### config.mk
export PLATFORM = sky130hd
export DESIGN_NAME = countdown_timer
export DESIGN_NICKNAME = d
export VERILOG_FILES = /design/src/rtl/countdown_pkg.sv /design/src/rtl/tick_divider.sv /design/src/rtl/countdown_timer.sv
export SDC_FILE = /design/constraint.sdc
export NUM_CORES = 1
export LEC_CHECK = 0
export ABC_CLOCK_PERIOD_IN_PS = 3300
export CORE_MARGIN = 3
export CORE_UTILIZATION = 28
export CTS_CLUSTER_DIAMETER = 50
export CTS_CLUSTER_SIZE = 28
export DETAILED_ROUTE_END_ITERATION = 10
export HOLD_SLACK_MARGIN = 0.06
export SLEW_MARGIN = 20
export SYNTH_ARGS = -nofsm -noshare
export SYNTH_HDL_FRONTEND = slang
export SYNTH_HIERARCHICAL = 1
export SYNTH_SLANG_ARGS = --single-unit
### constraint.sdc
create_clock -name clock -period 3.3 [get_ports clock]
set_input_delay 0.495 -clock clock [delete_from_list [all_inputs] [get_ports clock]]
set_output_delay 0.495 -clock clock [all_outputs]
set_load 0.01 [all_outputs]
### src/rtl/countdown_pkg.sv
`default_nettype none
// countdown_pkg: shared state encoding, default seconds width and a saturating subtract
// for the countdown timer.
package countdown_pkg;

   localparam int TIME_W_DEFAULT = 11;

   typedef enum logic [2:0] {
      IDLE    = 3'd0,
      ARMED   = 3'd1,
      RUNNING = 3'd2,
      EXPIRED = 3'd3,
      DEFUSED = 3'd4
   } state_t;

   // a - b clamped at zero
   function automatic logic [31:0] sat_sub(input logic [31:0] a, input logic [31:0] b);
      return (a > b) ? (a - b) : 32'd0;
   endfunction

endpackage
`default_nettype wire

### src/rtl/tick_divider.sv
`default_nettype none
// tick_divider: counts 0..CLK_HZ-1 while enabled and flags the wrap cycle;
// clear forces the count back to zero, and the count holds while disabled.
module tick_divider #(
   parameter int CLK_HZ = 27_000_000
) (
   input  logic clock,
   input  logic reset_n,
   input  logic enable,
   input  logic clear,
   output logic tick
);

   localparam int CNT_W = (CLK_HZ > 1) ? $clog2(CLK_HZ) : 1;
   localparam logic [CNT_W-1:0] LAST = CNT_W'(CLK_HZ - 1);

   logic [CNT_W-1:0] count;

   assign tick = enable && !clear && (count == LAST);

   always_ff @(posedge clock or negedge reset_n) begin
      if (!reset_n) begin
         count <= '0;
      end else if (clear) begin
         count <= '0;
      end else if (enable) begin
         count <= (count == LAST) ? '0 : count + CNT_W'(1);
      end
   end

endmodule
`default_nettype wire

### src/rtl/countdown_timer.sv
`default_nettype none
// countdown_timer: loads a seconds total, counts it down at 1 Hz and flags expiry or defuse.
// Defining COUNTDOWN_PENALTY_EN builds the per-strike time penalty.
module countdown_timer #(
   parameter int CLK_HZ  = 27_000_000,
   parameter int TIME_W  = countdown_pkg::TIME_W_DEFAULT,
   parameter int PENALTY = 15
) (
   input  logic              clock,
   input  logic              reset_n,
   input  logic [TIME_W-1:0] load_time,
   input  logic              load_valid,
   output logic              load_ack,
   input  logic              start,
   input  logic              defused,
   input  logic              strike,
   output logic [TIME_W-1:0] time_left,
   output logic [5:0]        minutes,
   output logic [5:0]        seconds,
   output logic              sec_tick,
   output logic              running,
   output logic              expired,
   output logic              done_ok
);

   import countdown_pkg::*;

   state_t            state, state_n;
   logic [TIME_W-1:0] time_n;
   logic              ack_n;
   logic              tick_n;
   logic              div_tick;
   logic              presc_clear;
   logic [31:0]       pen;
   logic [31:0]       dec;

   tick_divider #(
      .CLK_HZ (CLK_HZ)
   ) u_tick_divider (
      .clock   (clock),
      .reset_n (reset_n),
      .enable  (state == RUNNING),
      .clear   (presc_clear),
      .tick    (div_tick)
   );

`ifdef COUNTDOWN_PENALTY_EN
   assign pen = strike ? 32'(PENALTY) : 32'd0;
`else
   logic [32:0] unused_cfg;
   assign unused_cfg = {strike, 32'(PENALTY)};
   assign pen        = 32'd0;
`endif

   always_ff @(posedge clock or negedge reset_n) begin
      if (!reset_n) begin
         state     <= IDLE;
         time_left <= '0;
         load_ack  <= 1'b0;
         sec_tick  <= 1'b0;
      end else begin
         state     <= state_n;
         time_left <= time_n;
         load_ack  <= ack_n;
         sec_tick  <= tick_n;
      end
   end

   always_comb begin
      state_n     = state;
      time_n      = time_left;
      ack_n       = 1'b0;
      tick_n      = 1'b0;
      presc_clear = 1'b0;
      dec         = 32'd0;
      case (state)
         IDLE: begin
            if (load_valid) begin
               time_n  = load_time;
               ack_n   = 1'b1;
               state_n = ARMED;
            end
         end
         ARMED: begin
            if (start) begin
               presc_clear = 1'b1;
               state_n     = (time_left == '0) ? EXPIRED : RUNNING;
            end else if (load_valid) begin
               time_n = load_time;
               ack_n  = 1'b1;
            end
         end
         RUNNING: begin
            // Defuse wins over a coincident tick or strike: time freezes as-is
            if (defused) begin
               state_n = DEFUSED;
            end else begin
               dec = 32'(div_tick) + pen;
               if (dec != 32'd0) begin
                  time_n = TIME_W'(sat_sub(32'(time_left), dec));
                  tick_n = div_tick;
                  if (time_n == '0) begin
                     state_n = EXPIRED;
                  end
               end
            end
         end
         default: begin
         end
      endcase
   end

   assign minutes = 6'(time_left / TIME_W'(60));
   assign seconds = 6'(time_left % TIME_W'(60));
   assign running = (state == RUNNING);
   assign expired = (state == EXPIRED);
   assign done_ok = (state == DEFUSED);

endmodule
`default_nettype wire

==> results of run 1 <==
## per-stage QoR
step,util [%],total power [mW]
after floorplan,-,2.296
after global placement,35.96,3.362
after detailed placement,35.96,3.412
after CTS,38.66,4.074
after global routing,39.46,4.568
final,39.46,4.275
## cell usage after synthesis, drive strengths merged, types with 2 or more instances
master  number  area (um^2)
a211o        2        17.52
a211oi       7        57.55
a21o         5        38.79
a21oi       35        178.9
a22oi        7        66.31
a31oi       18        112.6
a32oi        4        35.03
a41oi        4        35.03
and2         6        37.54
and3        13        81.33
and4         5        46.29
buf         17        142.6
clkbuf      13        82.58
dfrtp       41         1026
ha           3        37.54
inv         16        60.05
mux2         2        22.52
mux2i        6        60.06
nand2       33        131.4
nand2b      10        62.56
nand3       20        122.6
nand3b       5        37.54
nand4        7        43.79
nand4b       2        17.52
nor2        25        93.84
nor2b        3        18.77
nor3         8        40.04
nor3b        5        53.80
nor4         3        18.77
nor4bb       2        20.02
o211ai       3        22.52
o21ai       35        175.2
o221ai       2        17.52
o22a         2        17.52
o22ai        3        18.77
o31ai        4        35.03
or2          3        18.77
or3          5        31.28
or4          5        45.04
xnor2        4        35.03
xor2         3        26.28
## critical path, cell delays in order, from the launching register on
cell	delay, ps
dfrtp_2	460
buf_4	170
nand2_1	80
mux2_2	380
or4_4	590
buf_6	150
a221oi_4	260
o21ai_2	120
and3_4	200
a21oi_1	130
buf_2	150
## power groups by stage
stage	Sequential (mW)	Clock, mW	Combinational, mW
final	0.798	0.476	3.00
after global routing	0.825	0.506	3.24
after CTS	0.791	0.490	2.79
after detailed placement	0.796	0	2.62
after global placement	0.790	0	2.57
after floorplan	0.766	0	1.53
## layer usage
| layer | part of all wire, % | track usage [%] |
|---|---|---|
| met1 | 47 | 19.25 |
| met2 | 49 | 23.57 |
| met3 | 3.3 | 1.421 |
| met5 | 0 | 0 |
| met4 | 1.1 | 4.225 |
## sequential cells by signal (all words and copies together) (netlist names)
register,count
sec_tick,1
state,3
time_left,11
u_tick_divider/count,25
load_ack,1
## worst max-delay path by stage
stage	from	to	cells after the start
after CTS	time_left[5]	seconds[3]	10
after floorplan	time_left[6]	seconds[3]	9
after global routing	time_left[10]	minutes[0]	11
final	time_left[10]	seconds[5]	10
after global placement	time_left[10]	seconds[2]	9
after detailed placement	time_left[10]	seconds[3]	9
## layout make-up
class	instances	area share (%)
timing repair buffer	115	21.31
clock inverter	2	0.2194
sequential	41	22.59
tap	143	3.921
clock buffer	6	2.824
inverter	17	1.398
multi-input combinational	320	47.74
## what timing repair did
item	4_1_cts	5_1_grt
endpoints found under the hold margin	0	0
pin swaps	13	12
buffers inserted	9	5
cloned	1	0
hold buffers	0	0
endpoints found under the setup margin	6	17
resized for setup	52	18
## kinds of logic after synthesis
logic type / share of synthesized area (%)
DFF: 30.67
and+or+nand+nor: 28.57
adders and majority gates: 1.459
AOI/OAI and AO/OA: 26.37
buffers and inverters: 8.638
muxes: 2.468
xor gates and xnor gates: 1.832
==> impl_metrics.toml, run 1 <==
[run_status]
status = "finished, violations left"
violations = "negative setup slack"

[timing]
finalSetupViolCount = 5
max_slew_margin_pct = 38.93
fmax_ghz = 0.2888
hold_viol_final = 0
fin_skew_ps = 3.107
finalCritPeriodShare_pct = 104.9
tns_ps = -643.5
drv_slew = 0
hold_slack_ps = 349.8
worst_pin_slew_ps = 916.1
period_minus_slack_ps = 3463
fin_ws_ps = -162.9
rsz0062_at_grt = "yes"

[worst_setup_path]
start_kind = "flop"
critPathMaxFanout = 6
cp-end-kind = "primary output"
r2r_slack_ps = 340
critPathKind = "flop to primary output"
reg2reg_depth = 14
reg2reg_to = "state[0]"
arrival_ps = 2970
critPathRequiredTime_ps = 2800
crit-reg2reg-launch = "u_tick_divider/count[0]"

[pwr]
internal-power_mw = 2.419
cellLeakagePower_nw = 1.886
p_switching_mw = 1.856
combPwrFrac_pct = 70.2
p_sw_share_pct = 43.42
irDropWorstVdd_uv = 340.6
seqPwrFrac_pct = 18.7
p_per_area_nw_per_um2 = 936.9
power.clock.fraction_pct = 11.1

[logic_synthesis]
ys_types = 72
synth_nets = 428
netlist_area_um2 = 3346
yosys_register_bits = 41
synthFlopType = "dfrtp_1"
ys_seq_area_share_pct = 30.67
syn_avg_cell_area_um2 = 8.200
yosysWarnings = 6
synth-async-reset-ratio_pct = 100.0
synth_edf_count = 0
synthCells = 408

[die]
fp.dieW_um = 115.3
io_pins = 45
die-area_um2 = 13300
core_area_um2 = 11560
initial_core_util_pct = 28.93
dieHeight_um = 115.3
rows = 39

[global_route]
grt_usage_pct = 14.09
overflow = 0
grt_max_degree = 42
first_global_vias = 3326
antenna_found_initial = 0
grt_first_pass_wirelength_mm = 15.64

[cts]
cts_inserted_buffers = 5
cts.sinks = 41
cts.clk_slew.worst_paths_ps = 60
clk-insertion-delay-late_ps = 280
cts_tree = "built"
ctsHtreeMaxLevel = 2
ctsLongestPathBuffers = 2
cts-root-buf = "clkbuf_16"

[layout]
final_common_cell = "buf_4"
drive_gt1_share_pct = 27.35
mostFrequentLayoutCells = "buf_4, dfrtp_1, clkdlybuf4s50_1"
design_area_um2 = 4563
seqCellArea_um2 = 1031
area_delta_synth_final_pct = 36.39
final_cell_count_no_fill = 644
n_fill_cell = 1168
layout.nets = 520
multiInputGateArea_um2 = 2178
antenna_cells = 0

[drt]
ant_nets = 0
wl_per_cell_um = 14.90
wl_mm = 9.595
drt_iter0_markers = 201
via_per_inst = 5.387
vias = 3469
dr.pass1.iters = 4
drc_errors = 0

[placement]
place_ws_ps = -285.2
gp_congestion = 0.8652
place_area_um2 = 4159
dp_hpwl_mm = 6.598
place_inst = 621
port_buffers = 43

[flow_run]
cap_violations = 0

[worst_hold_path]
hold_path.class = "input port to asynchronous set/reset pin"
Power figures use the tool's default switching activity.
==> inputs of run 2 (changes only) <==
Settings changed: CELL_PAD_IN_SITES_DETAIL_PLACEMENT set to 1, CELL_PAD_IN_SITES_GLOBAL_PLACEMENT set to 1, CORE_UTILIZATION 28 to 42, PLACE_DENSITY_LB_ADDON set to 0.1.
==> impl_metrics.toml, run 2 (synthesized netlist as in run 1, its figures left out) <==
[global_route]
grt_first_pass_wirelength_mm = 18.74
first_global_vias = 3810
grt_usage_pct = 26.03
antenna_found_initial = 0
overflow = 0
grt_max_degree = 42

[timing]
finalSetupViolCount = 5
fin_ws_ps = -380.5
finalCritPeriodShare_pct = 111.5
fin_skew_ps = 17.78
drv_slew = 0
hold_slack_ps = 326.3
period_minus_slack_ps = 3680
tns_ps = -1173
rsz0062_at_grt = "yes"
max_slew_margin_pct = 36.42
hold_viol_final = 0
worst_pin_slew_ps = 953.6
fmax_ghz = 0.2717

[die]
die-area_um2 = 9073
dieHeight_um = 95.25
core_area_um2 = 7486
initial_core_util_pct = 44.69
fp.dieW_um = 95.25
rows = 31
io_pins = 45

[pwr]
irDropWorstVdd_uv = 302.8
finalPower_mw = 4.509
power.clock.fraction_pct = 7.8
seqPwrFrac_pct = 18.7
p_sw_share_pct = 47.18
p_switching_mw = 2.128
cellLeakagePower_nw = 1.914
internal-power_mw = 2.382
p_per_area_nw_per_um2 = 975.1
combPwrFrac_pct = 73.5

[worst_setup_path]
critPathRequiredTime_ps = 2800
crit_start = "time_left[9]"
worst_setup_path_endpoint = "seconds[3]"
start_kind = "flop"
arrival_ps = 3190
reg2reg_depth = 15
reg2reg_to = "state[0]"
path_depth = 10
critPathBufInv = 3
r2r_slack_ps = 300
critical_path.max_stage_delay_ps = 550
crit_path_top_delay_cell = "or4_1"
critPathMaxFanout = 6
cp-end-kind = "primary output"
critPathKind = "flop to primary output"
crit_family = "simple AND/OR/NAND/NOR gates"
cp_cell_sequence = "clkbuf_16 -> nor3b_2 -> a21oi_1 -> o31ai_2 -> inv_2 -> or4_4 -> a21oi_4 -> a211oi_1 -> or4_1 -> buf_4"
crit-reg2reg-launch = "u_tick_divider/count[0]"

[drt]
vias = 3791
dr.pass1.iters = 4
wl_per_cell_um = 20.22
ant_nets = 0
via_per_inst = 6.225
wl_mm = 12.31
drt_iter0_markers = 194
drc_errors = 0

[layout]
largest_register_ffs = 25
area_delta_synth_final_pct = 38.22
layout.nets = 529
regMostFlops = "u_tick_divider/count"
final_common_cell = "buf_4"
mostFrequentLayoutCells = "buf_4, clkdlybuf4s50_1, dfrtp_1"
fin_util_pct = 61.78
multiInputGateArea_um2 = 2241
largest_registers = "u_tick_divider/count (25), time_left (11), state (3)"
drive_gt1_share_pct = 30.20
seqCellArea_um2 = 1032
design_area_um2 = 4624
antenna_cells = 0
n_fill_cell = 897

[placement]
dp_hpwl_mm = 7.690
place_area_um2 = 4167
gp_congestion = 0.8418
port_buffers = 43

[cts]
clk-insertion-delay-late_ps = 310
cts_inserted_buffers = 5
cts_hold_buf = 0
cts.clk_slew.worst_paths_ps = 90
cts_tree = "built"
cts.sinks = 41
ctsLongestPathBuffers = 2
cts-root-buf = "clkbuf_8"
ctsHtreeMaxLevel = 2

[run_status]
violations = "negative setup slack"
status = "finished, violations left"

[worst_hold_path]
hold_path.class = "input port to asynchronous set/reset pin"

[flow_run]
cap_violations = 0
-- run 2: how the worst min path moves through the flow --
stage | end | depth (start not counted) | slack, ps | from
after floorplan | load_ack | 0 | 200 | reset_n
after global placement | u_tick_divider/count[17] | 1 | 460 | u_tick_divider/count[17]
after detailed placement | u_tick_divider/count[17] | 1 | 520 | u_tick_divider/count[17]
after CTS | u_tick_divider/count[8] | 1 | 370 | reset_n
after global routing | u_tick_divider/count[12] | 1 | 400 | reset_n
final | u_tick_divider/count[13] | 1 | 330 | reset_n
-- run 2: power by group through the flow --
stage | registers, mW | logic (mW) | clock network (mW)
after floorplan | 0.766 | 1.53 | 0
after global placement | 0.815 | 2.53 | 0
after detailed placement | 0.832 | 2.65 | 0
after CTS | 0.820 | 2.90 | 0.358
after global routing | 0.867 | 3.53 | 0.377
final | 0.844 | 3.31 | 0.351
-- run 2: area by class of cell --
cell class | instances | share of cell area, %
tap | 99 | 2.679
clock inverter | 3 | 0.4600
timing repair buffer | 124 | 23.21
sequential | 41 | 22.32
multi-input combinational | 320 | 48.46
clock buffer | 5 | 1.488
inverter | 17 | 1.380
-- run 2: repair_timing --
action                                  in CTS  in global routing
resized for setup                           43                 26
pin swaps                                   11                  9
cloned                                       0                  1
endpoints found under the setup margin       6                 11
buffers inserted                            12                  6
-- run 2: worst register-to-register path, delay by kind of cell, from the launching register on --
family,cells,cell delay [ps]
AO/OA/AOI/OAI,5,760
adder cells (fa/ha/maj),2,390
AND/OR/NAND/NOR,6,1080
buffers and inverters,2,280
flip-flops,1,420
-- run 2: per-layer routing --
metal	global-route usage [%]	part of all wire (%)
met4	9.736	3.5
met1	33.22	41
met3	3.788	5.2
met5	0	0
met2	44.37	50
-- run 2: stage by stage --
step,setup WS [ps],std cells
finish,-380.5,609
global route,-450.3,609
CTS,-174.7,602
detailed placement,-376.8,582
global placement,-253.7,582
floorplan,274.3,408
==> inputs of run 3 (changes only) <==
Settings changed: CAP_MARGIN set to 0.
==> results of run 3 <==
No change in the layout: final DEF, timing and power equal those of run 2.
